[src/rtl/rotate_pkg.sv]
// Shared definitions for the rotated frame buffer write and read paths:
// frame buffer address width, default display geometry and writer FSM states.
package rotate_pkg;

  localparam int FB_ADDR_W  = 19;
  localparam int DEF_WIDTH  = 640;
  localparam int DEF_HEIGHT = 480;

  typedef enum logic [1:0] {
    IDLE,
    ACTIVE
  } wr_state_t;

endpackage

[src/rtl/rotate_addr_gen.sv]
// Incremental rotated-address accumulator. It holds the current row base
// (WIDTH-1-y) and the next write address (row_base + WIDTH*x). The address
// only ever changes by adding WIDTH or by reloading a row base, so no
// multiplier is needed.
module rotate_addr_gen
  import rotate_pkg::*;
#(
  parameter int WIDTH = DEF_WIDTH
) (
  input  logic                 clk_in,
  input  logic                 rst_in,
  input  logic                 restart,
  input  logic                 step,
  input  logic                 next_row,
  output logic [FB_ADDR_W-1:0] addr
);

  localparam logic [FB_ADDR_W-1:0] STEP_W  = FB_ADDR_W'(WIDTH);
  localparam logic [FB_ADDR_W-1:0] BASE0   = FB_ADDR_W'(WIDTH - 1);
  localparam logic [FB_ADDR_W-1:0] SECOND0 = FB_ADDR_W'(2 * WIDTH - 1);

  logic [FB_ADDR_W-1:0] row_base;

  // Row base and accumulator update; restart wins over next_row over step.
  always_ff @(posedge clk_in) begin
    // NOTE: registered state is assigned with <= so every flop samples the
    // pre-edge values, independent of statement order.
    if (!rst_in) begin
      row_base <= '0;
      addr     <= '0;
    end else if (restart) begin
      // The first pixel of a frame is written at BASE0 by the caller, so the
      // accumulator is loaded with the address of the second pixel.
      row_base <= BASE0;
      addr     <= SECOND0;
    end else if (next_row) begin
      row_base <= row_base - 1'b1;
      addr     <= row_base - 1'b1;
    end else if (step) begin
      addr     <= addr + STEP_W;
    end
  end

endmodule

[src/rtl/rotate_writer.sv]
// Rotated frame buffer writer. Takes a display-orientation raster stream
// (HEIGHT pixels per line, WIDTH lines per frame) and writes each pixel at
// WIDTH*x + (WIDTH-1-y) with a fixed one-cycle latency.
// Optional feature macro: ROTATE_WRITER_DBUF_EN adds a buffer-select MSB on
// wr_addr_out (toggled per completed frame) and a read_buf_out port.
module rotate_writer
  import rotate_pkg::*;
#(
  parameter int WIDTH  = DEF_WIDTH,
  parameter int HEIGHT = DEF_HEIGHT,
  parameter int PIX_W  = 16
) (
  input  logic                 clk_in,
  input  logic                 rst_in,
  input  logic [PIX_W-1:0]     pixel_in,
  input  logic                 valid_in,
  input  logic                 sof_in,
  input  logic                 eol_in,
  output logic [PIX_W-1:0]     wr_data_out,
  output logic                 wr_en_out,
  output logic                 frame_done_out,
  output logic                 line_err_out,
  output logic                 sof_err_out,
`ifdef ROTATE_WRITER_DBUF_EN
  output logic [FB_ADDR_W:0]   wr_addr_out,
  output logic                 read_buf_out
`else
  output logic [FB_ADDR_W-1:0] wr_addr_out
`endif
);

  localparam int X_W = $clog2(HEIGHT + 1);
  localparam int Y_W = $clog2(WIDTH + 1);

  localparam logic [X_W-1:0]       X_CNT  = X_W'(HEIGHT);
  localparam logic [X_W-1:0]       X_LAST = X_W'(HEIGHT - 1);
  localparam logic [X_W-1:0]       X_ONE  = X_W'(1);
  localparam logic [Y_W-1:0]       Y_LAST = Y_W'(WIDTH - 1);
  localparam logic [Y_W-1:0]       Y_ONE  = Y_W'(1);
  localparam logic [FB_ADDR_W-1:0] BASE0  = FB_ADDR_W'(WIDTH - 1);

  // The rotated frame must fit in the frame buffer address space.
  if (WIDTH * HEIGHT > (1 << FB_ADDR_W)) begin : g_geom_check
    $error("rotate_writer: WIDTH*HEIGHT exceeds frame buffer address space");
  end

  wr_state_t            state, state_next;
  logic [X_W-1:0]       x, x_next;
  logic [Y_W-1:0]       y, y_next;
  logic                 do_wr, use_base, done, set_line, set_sof;
  logic                 ag_restart, ag_step, ag_next_row;
  logic [FB_ADDR_W-1:0] acc, addr_sel;

  rotate_addr_gen #(
    .WIDTH(WIDTH)
  ) u_addr_gen (
    .clk_in  (clk_in),
    .rst_in  (rst_in),
    .restart (ag_restart),
    .step    (ag_step),
    .next_row(ag_next_row),
    .addr    (acc)
  );

  // FSM state register.
  always_ff @(posedge clk_in) begin
    if (!rst_in) state <= IDLE;
    else         state <= state_next;
  end

  // Next-state, counter and write/error decode for the accepted pixel.
  always_comb begin
    // NOTE: every output of this block gets a default first, so no path
    // leaves a signal unassigned and no latch is inferred.
    state_next  = state;
    x_next      = x;
    y_next      = y;
    do_wr       = 1'b0;
    use_base    = 1'b0;
    done        = 1'b0;
    set_line    = 1'b0;
    set_sof     = 1'b0;
    ag_restart  = 1'b0;
    ag_step     = 1'b0;
    ag_next_row = 1'b0;

    if (valid_in) begin
      if (sof_in) begin
        // Start (or restart) a frame: first pixel always lands at WIDTH-1.
        set_sof    = (state == ACTIVE);
        do_wr      = 1'b1;
        use_base   = 1'b1;
        ag_restart = 1'b1;
        x_next     = X_ONE;
        y_next     = '0;
        state_next = ACTIVE;
      end else if (state == ACTIVE) begin
        if (x < X_CNT) begin
          do_wr   = 1'b1;
          ag_step = 1'b1;
          x_next  = x + X_ONE;
        end else begin
          // Overrun: line longer than HEIGHT, drop the pixel.
          set_line = 1'b1;
        end
        if (eol_in) begin
          if (x != X_LAST) set_line = 1'b1;
          x_next      = '0;
          ag_next_row = 1'b1;
          if (y == Y_LAST) begin
            done       = 1'b1;
            y_next     = '0;
            state_next = IDLE;
          end else begin
            y_next = y + Y_ONE;
          end
        end
      end
    end
  end

  assign addr_sel = use_base ? BASE0 : acc;

`ifdef ROTATE_WRITER_DBUF_EN
  logic wr_buf;

  // Write buffer select; flips only when a frame completes cleanly.
  always_ff @(posedge clk_in) begin
    if (!rst_in)   wr_buf <= 1'b0;
    else if (done) wr_buf <= ~wr_buf;
  end

  assign read_buf_out = ~wr_buf;
`endif

  // Counters, registered write port and sticky error flags.
  always_ff @(posedge clk_in) begin
    if (!rst_in) begin
      x              <= '0;
      y              <= '0;
      wr_en_out      <= 1'b0;
      wr_data_out    <= '0;
      wr_addr_out    <= '0;
      frame_done_out <= 1'b0;
      line_err_out   <= 1'b0;
      sof_err_out    <= 1'b0;
    end else begin
      x              <= x_next;
      y              <= y_next;
      wr_en_out      <= do_wr;
      frame_done_out <= done;
      line_err_out   <= line_err_out | set_line;
      sof_err_out    <= sof_err_out | set_sof;
      if (do_wr) begin
        wr_data_out <= pixel_in;
`ifdef ROTATE_WRITER_DBUF_EN
        wr_addr_out <= {wr_buf, addr_sel};
`else
        wr_addr_out <= addr_sel;
`endif
      end
    end
  end

endmodule

[config.mk]
export PLATFORM = sky130hd
export DESIGN_NAME = rotate_writer
export DESIGN_NICKNAME = d
export VERILOG_FILES = /design/src/rtl/rotate_pkg.sv /design/src/rtl/rotate_addr_gen.sv /design/src/rtl/rotate_writer.sv
export SDC_FILE = /design/constraint.sdc
export NUM_CORES = 1
export LEC_CHECK = 0
export BUFFER_PORTS_ARGS = -buffer_cell sky130_fd_sc_hd__buf_2
export CORE_ASPECT_RATIO = 0.7
export CORE_MARGIN = 5
export CORE_UTILIZATION = 45
export CTS_CLUSTER_SIZE = 28
export DETAILED_ROUTE_END_ITERATION = 10
export PLACE_DENSITY = 0.62
export SLEW_MARGIN = 10
export SYNTH_ARGS = -nofsm -noshare
export SYNTH_HDL_FRONTEND = slang
export SYNTH_SLANG_ARGS = --single-unit
[constraint.sdc]
create_clock -name clk_in -period 4.6 [get_ports clk_in]
set_input_delay 0.92 -clock clk_in [delete_from_list [all_inputs] [get_ports clk_in]]
set_output_delay 0.92 -clock clk_in [all_outputs]
set_load 0.02 [all_outputs]
Word-level counts from Yosys, hierarchy flattened
Index checks and enable logic that the tools add are counted.
{"block": "op_classes", "n_mux": 39, "multipliers": 0, "div": 0, "n_eq_ne": 3, "reduce_logical": 12, "bitwise_logic": 6, "shift": 0, "order_cmp": 1, "n_addsub": 4}
{"operator": "two-way mux 10 bit", "count": 6}
{"operator": "two-way mux 19 bit", "count": 3}
{"operator": "two-way mux 9 bit", "count": 4}
{"operator": "two-way mux 1 bit", "count": 21}
{"operator": "adder 19 x 10 -> 19 bit, second input constant", "count": 1}
{"operator": "subtractor 19 x 1 -> 19 bit, second input constant", "count": 1}
{"operator": "two-way mux 11 bit", "count": 1}
{"operator": "adder 10 x 1 -> 10 bit, second input constant", "count": 1}
{"operator": "equality test 10 bit, second input constant", "count": 1}
{"operator": "nonzero test 2 bit", "count": 5}
{"operator": "adder 9 x 1 -> 9 bit, second input constant", "count": 1}
{"operator": "< comparator 9 bit, second input constant", "count": 1}
{"operator": "!= test 9 bit, second input constant", "count": 1}
{"operator": "two-way mux 2 bit", "count": 4}
{"operator": "AND reduction 3 bit", "count": 2}
{"operator": "nonzero test 3 bit", "count": 2}
{"operator": "OR reduction 5 bit", "count": 1}
{"operator": "NOT 1 bit", "count": 4}
{"operator": "AND reduction 4 bit", "count": 1}
{"operator": "equality test 2 x 1 -> 1 bit, second input constant", "count": 1}
{"operator": "OR 1 bit", "count": 2}
{"operator": "OR reduction 2 bit", "count": 1}
{"block": "word_totals", "out_inout_bits": 39, "mem_count": 0, "register_bits": 98, "mem_bits_rw": 0, "romBits": 0, "input_bits": 21, "latchBits": 0, "word_cells": 78}

Depth between registers and ports, before layout
{"block": "logic_depth", "depth_word": 8, "mapped_depth": 8, "ltp_nobuf": 8}

Cells and area by module
A second synthesis with hierarchy kept.
{"block": "unflattened", "hier_cells": 468, "area_unflattened_um2": 4251.6}
{"mod": "rotate_writer", "area_per_inst_um2": 2413.6, "cells_per_inst": 253, "n_inst": 1}
{"mod": "rotate_addr_gen", "area_per_inst_um2": 1838.0, "cells_per_inst": 215, "n_inst": 1}

Least setup slack after synthesis
No wires, ideal clock.
{"block": "synth_path", "path_kind": "input port to flip-flop", "from": "in eol_in", "to": "reg x[5]", "required_time_ps": 4529, "path_slack_ps": 2150, "arrival_time_ps": 2379, "setup_time_ps": 71, "cell_stages": 8, "cell_sequence": "buf_2 > a21oi_1 > nand2b_1 > clkbuf_1 > o21ai_2 > nand4_1 > or3_1 > a21oi_1"}
{"block": "synth_via", "elab_chain_cells": 3, "word_cells_on_any_way": 5, "cone_classes": "mux: 3; reduce/logical: 2"}
{"item": "start, declared", "line": "rotate_writer.sv:18", "rtl": "input logic eol_in,"}
{"item": "two-way mux 9 bit", "line": "rotate_writer.sv:106", "rtl": "if (eol_in) begin"}
{"item": "two-way mux 9 bit", "line": "rotate_writer.sv:97", "rtl": "end else if (state == ACTIVE) begin"}
{"item": "two-way mux 9 bit", "line": "rotate_writer.sv:88", "rtl": "if (sof_in) begin"}
{"item": "end signal, assigned", "line": "rotate_writer.sv:148", "rtl": "x <= x_next;"}
{"item": "end, declared", "line": "rotate_writer.sv:48", "rtl": "logic [X_W-1:0] x, x_next;"}
Several ways; a longest one is shown, not always the timed one. The select of a mux whose other input is x is not followed.
A chain may end at the register's enable or synchronous reset.

Worst setup path after layout
{"block": "layout_path", "from": "in sof_in", "to": "reg u_addr_gen.addr[14]"}
{"block": "layout_via", "elab_chain_cells": 3, "word_cells_on_any_way": 9, "cone_classes": "mux: 7; reduce/logical: 2"}
{"item": "start, declared", "line": "rotate_writer.sv:17", "rtl": "input logic sof_in,"}
{"item": "two-way mux 1 bit", "line": "rotate_writer.sv:88"}
{"item": "two-way mux 1 bit", "line": "rotate_writer.sv:87", "rtl": "if (valid_in) begin"}
{"item": "two-way mux 19 bit, or another cell as far along", "line": "rotate_addr_gen.sv:36", "rtl": "end else if (next_row) begin"}
{"item": "end signal, assigned", "line": "rotate_addr_gen.sv:38", "rtl": "addr <= row_base - 1'b1;"}
{"item": "end signal, assigned", "line": "rotate_addr_gen.sv:40", "rtl": "addr <= addr + STEP_W;"}
{"item": "end, declared", "line": "rotate_addr_gen.sv:15", "rtl": "output logic [FB_ADDR_W-1:0] addr"}
Several ways; a longest one is shown, not always the timed one.

==> flow_metrics.tcl <==
set metrics [dict create \
    outcome "completed" \
    use_met1_pct 26.60 \
    start_util_pct 46.59 \
    slew_violations 0 \
    timing.rr.start "x[6]" \
    period_share_pct 57.77 \
    wl_per_cell_um 14.91 \
    cts_sinks 90 \
    ys_top_cells_by_area "dfxtp_1 45%, nor2_1 7.0%, a21oi_1 6.3%" \
    dr.first_iter.drc_count 237 \
    tns_ps 0 \
    worstReg2RegEnd "wr_data_out[1]" \
    grt_busiest_layer "met2" \
    io_buffer_count 59 \
    crit_chain "buf_2 > a21oi_1 > nor2_1 > nor2_1 > a21oi_1 > o21ai_0 > a211oi_1" \
    dp_slack_ps 1645 \
    startpoint_type "input port" \
    vias_per_cell 5.398 \
    grt_pass1_wl_um 15750 \
    grt-ovfl-total 0 \
    worstHoldPathCells 2 \
    synth_cell_types 51 \
    hp-start "wr_data_out[4]" \
    tightest_slew_ps 978.3 \
    maxCapViolations 0 \
    ctsHoldBuffers 0 \
    cts_made_buffers 9 \
    finalHoldViolCount 0 \
    use_met2_pct 27.47 \
    yosysTopAreaCell "dfxtp_1" \
    postSynthCellCount 478 \
    holdCritPathClass "reg2reg" \
    globalplace.congestion 0.8592 \
    ioPinCount 60 \
    clock_latency_ps 330 \
    die_h_um 88.55 \
    cts_tree "yes" \
    synth-edff-count 0 \
    avgSynthCellArea_um2 8.298 \
    antenna_found_initial 0 \
    p_per_area_nw_per_um2 397.2 \
    dp_hpwl_um 6918 \
    max-vdd-ir-drop_v 0.0002114 \
    critPathRequiredTime_ps 4840 \
    netlist.area_leader.share_pct 45.43 \
    yosysSeqAreaShare_pct 45.43 \
    r2r_setup_slack_ps 2010 \
    syn_nets 503 \
    insertedDiodeCount 0 \
    postCtsSetupRepairBufs 0 \
    grt_max_degree 50 \
    crit_type "in2reg" \
    clock-root-buffer "clkbuf_16" \
    track_usage_pct 18.35 \
    p_leak_uw 0.001861 \
    htreeDepth 3 \
    rr_worst_depth 5 \
    area_delta_synth_final_pct 16.37 \
    layout-drive-gt1-share_pct 16.07 \
    cts_resized 0 \
    hold_end "wr_data_out[4]" \
    vias 3503 \
    ys_seq_elements 90 \
    ys.flop_type "dfxtp_1" \
    setup_viol 0 \
    fin_area_um2 4616 \
    clk_pin_slew_ps 60 \
    clock.fmax_ghz 0.3763 \
    use_met3_pct 4.281 \
    ys_warn_count 0 \
    async_reset_ff_share_pct 0 \
    cts_max_path_buffers 2 \
    grt_pass1_vias 3187 \
    drtAntennaViolNets 0 \
    syn_area_um2 3966 \
    drc 0 \
    worst-path-max-fanout 13 \
    rows 28 \
    coreArea_um2 8513 \
    setup_slack_ps 1943 \
    place_area_um2 4319 \
    period_needed_ps 2657 \
    dieArea_um2 10820 \
    nNetsFinal 549 \
    arrival_ps 2890 \
    finalClockSkew_ps 7.128 \
    rsz0062_at_grt "no" \
    max_stage_delay_ps 720 \
    fillers 828 \
    wl_um 9677 \
    crit_path_end_kind "flop" \
    dr.pass1.iters 5 \
    slew_headroom_pct 34.78 \
    chipWidth_um 122.2 \
    crit_slowest_cell "nor2_1" \
]
## worst max-delay path by stage
stage / startpoint / endpoint / slack, ps / cells past startpoint
CTS: eol_in / u_addr_gen.addr[14] / 1980 / 7
global route: sof_in / u_addr_gen.addr[17] / 1760 / 6
finish: sof_in / u_addr_gen.addr[14] / 1940 / 7
detailed placement: eol_in / u_addr_gen.addr[14] / 1640 / 7
global placement: eol_in / y[6] / 1710 / 6
floorplan: eol_in / x[5] / 2150 / 8
## cell type report
type                       count  area [µm²]  share of cell area, %
multi-input combinational    356        2034                  44.08
sequential                    90        1802                  39.03
timing repair buffer          61       310.3                  6.723
clock buffer                  11       242.7                  5.259
tap                          120       150.1                  3.253
clock inverter                 5       53.80                  1.166
inverter                       6       22.52                 0.4879
## state kept, by name, indices dropped and copies added (netlist names), 9 cells and up
| name | flops |
|---|---|
| wr_addr_out | 19 |
| wr_data_out | 16 |
| y | 10 |
| u_addr_gen.addr | 19 |
| u_addr_gen.row_base | 12 |
| x | 9 |
## kinds of logic (layout without fill, tap and decap cells)
group,after synthesis,count (layout),share of synthesized area (%)
adder cells (fa/ha/maj),4,4,1.262
AO/OA/AOI/OAI,110,110,16.94
buffers and inverters,32,83,3.407
multiplexers,8,8,2.019
flip-flops,90,90,45.43
AND/OR/NAND/NOR,198,198,23.00
XOR/XNOR,36,36,7.950
## layout by cell type (no fill, tap or decap), types with 2 or more instances in the layout
| cell | n |
|---|---|
| a311oi_1 | 4 |
| xor2_1 | 21 |
| nand2_1 | 58 |
| nor2b_1 | 2 |
| a31oi_1 | 6 |
| inv_1 | 6 |
| o22ai_1 | 2 |
| a211oi_1 | 5 |
| nand3_1 | 10 |
| nor2_1 | 74 |
| a22oi_1 | 11 |
| mux2i_1 | 8 |
| xnor2_1 | 15 |
| ha_1 | 4 |
| clkinv_2 | 3 |
| dfxtp_1 | 90 |
| or3_1 | 9 |
| o21ai_0 | 16 |
| nor4_1 | 4 |
| nor3_2 | 2 |
| clkbuf_16 | 9 |
| buf_2 | 59 |
| nor3_1 | 14 |
| nand4_1 | 11 |
| and3_1 | 4 |
| o31ai_1 | 3 |
| a21oi_1 | 50 |
| buf_4 | 2 |
| a41oi_1 | 2 |
## cells in the mapped netlist, types with 5 or more instances
cell type  number
nand4_1        11
a31oi_1         6
nor3_1         15
nand3_1        10
a22oi_1        11
clkbuf_1       20
a211oi_1        5
mux2i_1         8
a21oi_1        50
dfxtp_1        90
xnor2_1        15
xor2_1         21
o21ai_0        16
inv_1           6
or3_1           9
nand2_1        58
nor2_1         74
## worst max-delay path: cells and delay by family
family,cells,cell delay [ps]
buffers and inverters,1,230
AOI/OAI and AO/OA,4,650
and+or+nand+nor,2,1090
## routing by layer
| metal | vias to the layer above | routed length, µm |
|---|---|---|
| li1 | 1769 | - |
| met1 | 1640 | 4830 |
| met2 | 84 | 4249 |
| met3 | 10 | 503 |
| met4 | 0 | 93 |
| met5 | - | 0 |
## stage by stage
step / hold slack, ps / utilization (%) / power, µW / cells
6_report: 448.0 / 54.22 / 1833 / 649
5_1_grt: 471.6 / 54.22 / 1920 / 649
4_1_cts: 447.8 / 54.22 / 1851 / 649
3_5_place_dp: 439.6 / 50.73 / 1125 / 633
3_3_place_gp: 435.3 / 50.73 / 1122 / 633
2_1_floorplan: 453.9 / - / 1054 / 478
## report_power, final
| part | total [µW] | leakage (µW) | internal (µW) | switching, µW |
|---|---|---|---|---|
| clock network | 723 | 0.000149 | 434 | 289 |
| registers | 852 | 0.000734 | 815 | 36.8 |
| logic | 258 | 0.000979 | 95.4 | 163 |
| total | 1830 | 0.00186 | 1340 | 489 |
(Power assumes the default switching activity.)
